[src/rtl/io_xfer_seq.sv]
// Drum I/O transfer sequencer: stages the M19<->MZ band exchange and gates 4-bit digits by band position.
// Outputs decode registered state only; device handshake via DREQ/DACK holds the sequence indefinitely.
module io_xfer_seq (
    input  logic       CLOCK,
    input  logic       rst,
    input  logic       T0,
    input  logic       T29,
    input  logic       W0,
    input  logic       START,
    input  logic [1:0] MODE,
    input  logic [4:0] NDIG,
    input  logic       DACK,
    input  logic       ABORT,
    output logic       OE,
    output logic       OG,
    output logic       SLOW_OUT,
    output logic       FAST_OUT,
    output logic       IN,
    output logic       READY,
    output logic       DREQ,
    output logic       DSTB,
    output logic       DONE,
    output logic [4:0] DIG
);
    localparam logic [2:0] S_IDLE = 3'd0;
    localparam logic [2:0] S_ARM  = 3'd1;
    localparam logic [2:0] S_LOAD = 3'd2;
    localparam logic [2:0] S_SLOT = 3'd3;
    localparam logic [2:0] S_GATE = 3'd4;
    localparam logic [2:0] S_HOLD = 3'd5;
    localparam logic [2:0] S_DONE = 3'd6;

    localparam logic [1:0] M_SLOW = 2'b00;
    localparam logic [1:0] M_FAST = 2'b01;
    localparam logic [1:0] M_IN   = 2'b10;
    localparam logic [1:0] M_BAD  = 2'b11;

    localparam logic [6:0] WC_LAST  = 7'd107;
    localparam logic [6:0] POS_LAST = 7'd115;
    localparam logic [6:0] HOLD_CYC = 7'd120;

    logic [2:0] state_q, state_d;
    logic [1:0] mode_q, mode_d;
    logic [4:0] ndig_q, ndig_d;
    logic [4:0] dig_q, dig_d, dig_inc, dig_lim;
    logic [6:0] wc_q, wc_d, pos_q, pos_d, pos_cur;
    logic [6:0] cnt_q, cnt_d, slot_pos;
    logic       hs_q, hs_d;
    logic       is_in, is_fast, need_hs;

    // wc_d / pos_cur are the word and position of the current bit time; T0&W0 marks word 00, position 0.
    always_comb begin
        if (T0 && W0)
            wc_d = '0;
        else if (T0)
            wc_d = (wc_q == WC_LAST) ? '0 : wc_q + 7'd1;
        else
            wc_d = wc_q;
        pos_cur = (T0 && W0) ? '0 : pos_q;
        pos_d   = (pos_cur == POS_LAST) ? '0 : pos_cur + 7'd1;
    end

    assign is_in    = (mode_q == M_IN);
    assign is_fast  = (mode_q == M_FAST);
    assign need_hs  = !is_fast;
    assign dig_inc  = dig_q + 5'd1;
    assign dig_lim  = (ndig_q == 5'd0) ? 5'd29 : ndig_q;
    assign slot_pos = (dig_q == 5'd0) ? POS_LAST : {dig_q, 2'b00} - 7'd1;

    always_comb begin
        state_d = state_q;
        mode_d  = mode_q;
        ndig_d  = ndig_q;
        dig_d   = dig_q;
        cnt_d   = cnt_q;
        hs_d    = hs_q;
        case (state_q)
            S_IDLE: begin
                if (START && MODE != M_BAD) begin
                    mode_d  = MODE;
                    ndig_d  = NDIG;
                    cnt_d   = '0;
                    hs_d    = 1'b0;
                    state_d = (MODE == M_IN) ? S_SLOT : S_ARM;
                end
            end
            S_ARM: begin
                if (T29 && wc_d == WC_LAST) begin
                    cnt_d   = '0;
                    state_d = S_LOAD;
                end
            end
            S_LOAD: begin
                // Own cycle count so a mid-load resync of POS cannot stretch or cut the window.
                cnt_d = cnt_q + 7'd1;
                if (cnt_q == POS_LAST) begin
                    cnt_d   = '0;
                    hs_d    = 1'b0;
                    state_d = is_in ? S_DONE : S_SLOT;
                end
            end
            S_SLOT: begin
                if (need_hs && !hs_q) begin
                    if (DACK)
                        hs_d = 1'b1;
                    else if (cnt_q == HOLD_CYC - 7'd1)
                        state_d = S_HOLD;
                    else
                        cnt_d = cnt_q + 7'd1;
                end else if (pos_cur == slot_pos) begin
                    cnt_d   = '0;
                    state_d = S_GATE;
                end
            end
            S_HOLD: begin
                if (DACK) begin
                    hs_d    = 1'b1;
                    state_d = S_SLOT;
                end
            end
            S_GATE: begin
                cnt_d = cnt_q + 7'd1;
                if (cnt_q == 7'd3) begin
                    dig_d = dig_inc;
                    cnt_d = '0;
                    hs_d  = 1'b0;
                    // The last gate cycle sits on the next digit's slot position, so fast mode chains directly.
                    if (dig_inc == dig_lim)
                        state_d = is_in ? S_ARM : S_DONE;
                    else if (is_fast)
                        state_d = S_GATE;
                    else
                        state_d = S_SLOT;
                end
            end
            S_DONE: begin
                dig_d   = '0;
                state_d = S_IDLE;
            end
            default: state_d = S_IDLE;
        endcase
        if (ABORT) begin
            state_d = S_IDLE;
            dig_d   = '0;
            cnt_d   = '0;
            hs_d    = 1'b0;
        end
    end

    always_ff @(posedge CLOCK or posedge rst) begin
        if (rst) begin
            state_q <= S_IDLE;
            mode_q  <= M_SLOW;
            ndig_q  <= '0;
            dig_q   <= '0;
            wc_q    <= '0;
            pos_q   <= '0;
            cnt_q   <= '0;
            hs_q    <= 1'b0;
        end else begin
            state_q <= state_d;
            mode_q  <= mode_d;
            ndig_q  <= ndig_d;
            dig_q   <= dig_d;
            wc_q    <= wc_d;
            pos_q   <= pos_d;
            cnt_q   <= cnt_d;
            hs_q    <= hs_d;
        end
    end

    assign READY    = (state_q == S_IDLE);
    assign OE       = (state_q == S_LOAD);
    assign OG       = (state_q == S_GATE);
    assign DSTB     = (state_q == S_GATE) && (cnt_q == 7'd3);
    assign DONE     = (state_q == S_DONE);
    assign DREQ     = ((state_q == S_SLOT) && need_hs && !hs_q) || (state_q == S_HOLD);
    assign SLOW_OUT = !READY && (mode_q == M_SLOW);
    assign FAST_OUT = !READY && (mode_q == M_FAST);
    assign IN       = !READY && (mode_q == M_IN);
    assign DIG      = dig_q;
endmodule

[config.mk]
export PLATFORM = sky130hd
export DESIGN_NAME = io_xfer_seq
export DESIGN_NICKNAME = d
export VERILOG_FILES = /design/src/rtl/io_xfer_seq.sv
export SDC_FILE = /design/constraint.sdc
export NUM_CORES = 1
export LEC_CHECK = 0
export ABC_CLOCK_PERIOD_IN_PS = 3800
export CORE_ASPECT_RATIO = 0.75
export CORE_MARGIN = 2
export CORE_UTILIZATION = 40
export CTS_CLUSTER_DIAMETER = 150
export CTS_CLUSTER_SIZE = 28
export DETAILED_ROUTE_END_ITERATION = 6
export PLACE_DENSITY = 0.65
export SLEW_MARGIN = 20
export SYNTH_ARGS = -nofsm -noshare
export SYNTH_HDL_FRONTEND = slang
export SYNTH_SLANG_ARGS = --single-unit
[constraint.sdc]
create_clock -name CLOCK -period 3.8 [get_ports CLOCK]
set_clock_uncertainty 0.05 [all_clocks]
set_input_delay 1.14 -clock CLOCK [delete_from_list [all_inputs] [get_ports CLOCK]]
set_output_delay 1.14 -clock CLOCK [all_outputs]
set_load 0.01 [all_outputs]
==> results.env <==
OUTCOME='completed'
DRC=0
FLOORPLAN.INITIALDENSITY_PCT=42.0
CTS-HTREE-LEVELS=2
MAX-SLEW-MARGIN-REL_PCT=60.5
GLOBAL_ROUTE.OVERFLOW_TOTAL=0
WORST-SETUP-PATH-TYPE='reg2out'
POSTSYNTHREGISTERBITS=37
POWER_LEAKAGE_nW=1.31
NUMBER_OF_GLOBAL_ROUTE_VIAS_BEFORE_REPAIR=2151
YOSYSSEQAREASHARE_PCT=34.4
ANTENNA_CELLS_INSERTED=0
DRV.MAX_CAP_VIOLATION_COUNT=0
CLK_TREE_ROOT_CELL='sky130_fd_sc_hd__clkbuf_8'
P_CLK_SHARE_PCT=18.5
CLOCK_SINKS=37
GRT_START_MAX_NET_PINS=38
PLACEABLECOREAREA_UM2=6410
FINAL_HOLD_VIOL_COUNT=0
CP-START-KIND='flip-flop'
FLOORPLAN.IO_PINS=29
POSTCTSSETUPREPAIRBUFS=0
FINALNONFILLERCELLS=421
ROW_COUNT=25
LAYOUT-DRIVE-GT1-SHARE_PCT=7.35
HOLD_PATH_CLASS='reg2reg'
ROUTEDWLPERCELL_UM=14.8
CRITICAL_PATH_PEAK_FANOUT=5
DRT-VIAS-PER-INSTANCE=5.60
GRT_ANTENNA_BEFORE_REPAIR=0
ARRIVAL_NS=2.34
HOLD_BUFFERS=0
MAXCLOCKFREQUENCY_MHz=283
P_PER_AREA_nW_PER_UM2=486
DIE-WIDTH_UM=98.7
DPL_CELL_AREA_UM2=3050
SYNTH-MAIN-FF-CELL='sky130_fd_sc_hd__dfrtp_1'
DIE_H_UM=75.1
SETUP_VIOL=0
NUMBER_OF_ENABLE_FLIP_FLOP_CELLS_AFTER_SYNTHESIS=0
PERIOD_SHARE_PCT=92.9
FIN_CRIT_NS=3.53
INTERNAL_POWER_W=0.000936
POST_SYNTH_INST_COUNT=313
SYNTHDISTINCTLIBCELLS=58
DETAIL_ROUTE.ITER0.VIOLATIONS=137
ROUTED-VIA-COUNT=2356
FINAL_ANTENNA_NET_COUNT=0
CTS.REPORTEDPATHS.CLKPINSLEW_NS=0.07
GRT_PASS1_WL_UM=10400
AVGSYNTHCELLAREA_UM2=8.60
POST_CTS.RESIZED_INSTANCES=0
FINAL_NET_COUNT=360
SYN2LAYOUT_AREA_GROWTH_PCT=16.6
WORST_SLEW_PIN_SLEW_NS=0.578
P_SWITCHING_W=0.000591
GROUTE.USAGE.OVERALL_PCT=17.7
MAXIMUM_RESISTIVE_DROP_ON_VDD_mV=0.167
YS_WARN_COUNT=0
GP_CONGESTION=0.807
NETSWITCHINGFRACTION_PCT=38.7
MAXIMUM_CLOCK_INSERTION_BUFFER_COUNT=2
ASYNC_FLOP_SHARE_PCT=100
SETUP_TNS_NS=0
PINS_OVER_THEIR_SLEW_LIMIT=0
CP-END-KIND='primary output'
DETAILED_ROUTE_WL_UM=6230
POST-DP-HPWL_UM=4550
PLACED_CELLS_INCL_TAPS=414
FINAL_CELL_AREA_UM2=3140
AREA_OF_THE_MAPPED_NETLIST_UM2=2690
DRTPASS1ITERATIONS=4
RSZ0062_AT_GRT='false'
WORSTSKEWPAIRLATENCY_NS=0.29
IO_BUFFERS=28
CTS_TREE='done'
SYN_NETS=333
CP.REQUIRED_NS=2.61
SEQ_POWER_SHARE_PCT=40.0
CLOCK_BUFFERS_CREATED_BY_TRITONCTS=5
DIEAREA_UM2=7410
COMBPWRFRAC_PCT=41.4
cells in the mapped netlist (5+ instances only):
library cell               count  share of area (%)
sky130_fd_sc_hd__or3_1         5                1.2
sky130_fd_sc_hd__nor2_1       28                3.9
sky130_fd_sc_hd__nand4_1       6                1.4
sky130_fd_sc_hd__nor3_1       13                2.4
sky130_fd_sc_hd__a22o_1        5                1.6
sky130_fd_sc_hd__a31oi_1       7                1.6
sky130_fd_sc_hd__nor2b_1       7                1.6
sky130_fd_sc_hd__o21ai_0      17                3.2
sky130_fd_sc_hd__xnor2_1      11                3.6
sky130_fd_sc_hd__inv_1         9                1.3
sky130_fd_sc_hd__nand2b_1     14                3.3
sky130_fd_sc_hd__a21oi_1       5               0.93
sky130_fd_sc_hd__mux2_2        7                2.9
sky130_fd_sc_hd__xor2_1        8                2.6
sky130_fd_sc_hd__a211oi_1      5                1.4
sky130_fd_sc_hd__nand2_1      27                3.8
sky130_fd_sc_hd__and3_1        7                1.6
sky130_fd_sc_hd__clkbuf_1     12                1.7
sky130_fd_sc_hd__nor3b_1       5                1.4
sky130_fd_sc_hd__dfrtp_1      37                 34
sky130_fd_sc_hd__and2_1        6                1.4
sky130_fd_sc_hd__a21o_1        8                2.2
sky130_fd_sc_hd__nand3_1      10                1.9
sky130_fd_sc_hd__ha_1          5                2.3
cell usage in the layout, fill, tap and decap left out, types with 2 or more instances in the layout:
master,synthesis,final
sky130_fd_sc_hd__dfrtp_1,37,37
sky130_fd_sc_hd__nor2_1,28,28
sky130_fd_sc_hd__clkdlybuf4s50_1,0,28
sky130_fd_sc_hd__nand2_1,27,27
sky130_fd_sc_hd__o21ai_0,17,17
sky130_fd_sc_hd__nand2b_1,14,14
sky130_fd_sc_hd__nor3_1,13,13
sky130_fd_sc_hd__xnor2_1,11,11
sky130_fd_sc_hd__nand3_1,10,10
sky130_fd_sc_hd__inv_1,9,9
sky130_fd_sc_hd__a21o_1,8,8
sky130_fd_sc_hd__xor2_1,8,8
sky130_fd_sc_hd__buf_4,1,8
sky130_fd_sc_hd__and3_1,7,7
sky130_fd_sc_hd__nor2b_1,7,7
sky130_fd_sc_hd__a31oi_1,7,7
sky130_fd_sc_hd__mux2_2,7,7
sky130_fd_sc_hd__nand4_1,6,6
sky130_fd_sc_hd__and2_1,6,6
sky130_fd_sc_hd__clkbuf_8,0,6
sky130_fd_sc_hd__nor3b_1,5,5
sky130_fd_sc_hd__a21oi_1,5,5
sky130_fd_sc_hd__or3_1,5,5
sky130_fd_sc_hd__a211oi_1,5,5
sky130_fd_sc_hd__a22o_1,5,5
sky130_fd_sc_hd__ha_1,5,5
sky130_fd_sc_hd__o211ai_1,3,3
sky130_fd_sc_hd__o32ai_1,3,3
sky130_fd_sc_hd__mux2i_1,3,3
sky130_fd_sc_hd__o21bai_1,3,3
sky130_fd_sc_hd__a21boi_0,2,2
sky130_fd_sc_hd__nor4_1,2,2
sky130_fd_sc_hd__nand3b_1,2,2
sky130_fd_sc_hd__or2_2,2,2
sky130_fd_sc_hd__a22oi_1,2,2
sky130_fd_sc_hd__o41ai_1,2,2
final timing paths:
path | from | to | slack (ns) | depth (start not counted)
worst max-delay path | cnt_q[0] | DSTB | 0.27 | 5
worst min-delay path | pos_q[0] | pos_q[0] | 0.51 | 2
worst max register to register | DIG[0] | cnt_q[5] | 0.83 | 8
worst min register to register | pos_q[0] | pos_q[0] | 0.51 | 2
max in group asynchronous | rst | DIG[4] | 2.14 | 3
min in group asynchronous | rst | cnt_q[3] | 1.22 | 3
flip-flops by register name, indices dropped and copies added, names as in the netlist:
name,flops
cnt_q,7
pos_q,7
wc_q,7
DIG,5
ndig_q,5
state_q,3
mode_q,2
hs_q,1
power groups by stage:
stage / Combinational (W) / Clock (W) / Sequential (W)
finish: 0.000633 / 0.000283 / 0.000611
global route: 0.000703 / 0.000304 / 0.000629
CTS: 0.000632 / 0.000295 / 0.000607
detailed placement: 0.000627 / 0 / 0.000616
global placement: 0.000621 / 0 / 0.000612
floorplan: 0.000495 / 0 / 0.000544
worst max-delay path, cell delays in order (launching register included):
cell and delay (ns):
sky130_fd_sc_hd__dfrtp_1 0.40, sky130_fd_sc_hd__ha_1 0.23, sky130_fd_sc_hd__nor3b_1 0.25, sky130_fd_sc_hd__nand2_1 0.15, sky130_fd_sc_hd__nor3_1 0.40, sky130_fd_sc_hd__clkdlybuf4s50_1 0.62
metrics by stage:
step	worst slack, ns	power, W	util, %	hold slack, ns
floorplan	0.739	0.00104	-	0.449
finish	0.271	0.00153	49.0	0.506
global placement	0.171	0.00123	47.6	0.471
CTS	0.272	0.00153	49.0	0.505
detailed placement	0.117	0.00124	47.6	0.477
global route	0.0323	0.00164	49.0	0.530
cell type report:
type                       instances  area [um2]
clock buffer                       7        86.3
fill                             606        3270
inverter                           9        33.8
multi-input combinational        251        1650
sequential                        37         926
tap                               81         101
timing repair buffer              36         340
per-layer routing:
layer,track usage [%],vias up,wire (um)
met5,0,-,0
met2,24.8,53,2510
met3,3.44,8,252
met4,5.94,0,79
li1,-,1179,-
met1,27.2,1116,3390
cell families after synthesis:
logic type	Yosys count	share of synthesized area (%)
AND/OR/NAND/NOR	143	28.3
AO/OA/AOI/OAI	71	18.4
buffers and inverters	25	4.23
flip-flops	37	34.4
multiplexers	11	4.46
XOR/XNOR	21	7.90
adder cells (fa/ha/maj)	5	2.32
No activity file was read; power rests on OpenSTA's default activity.
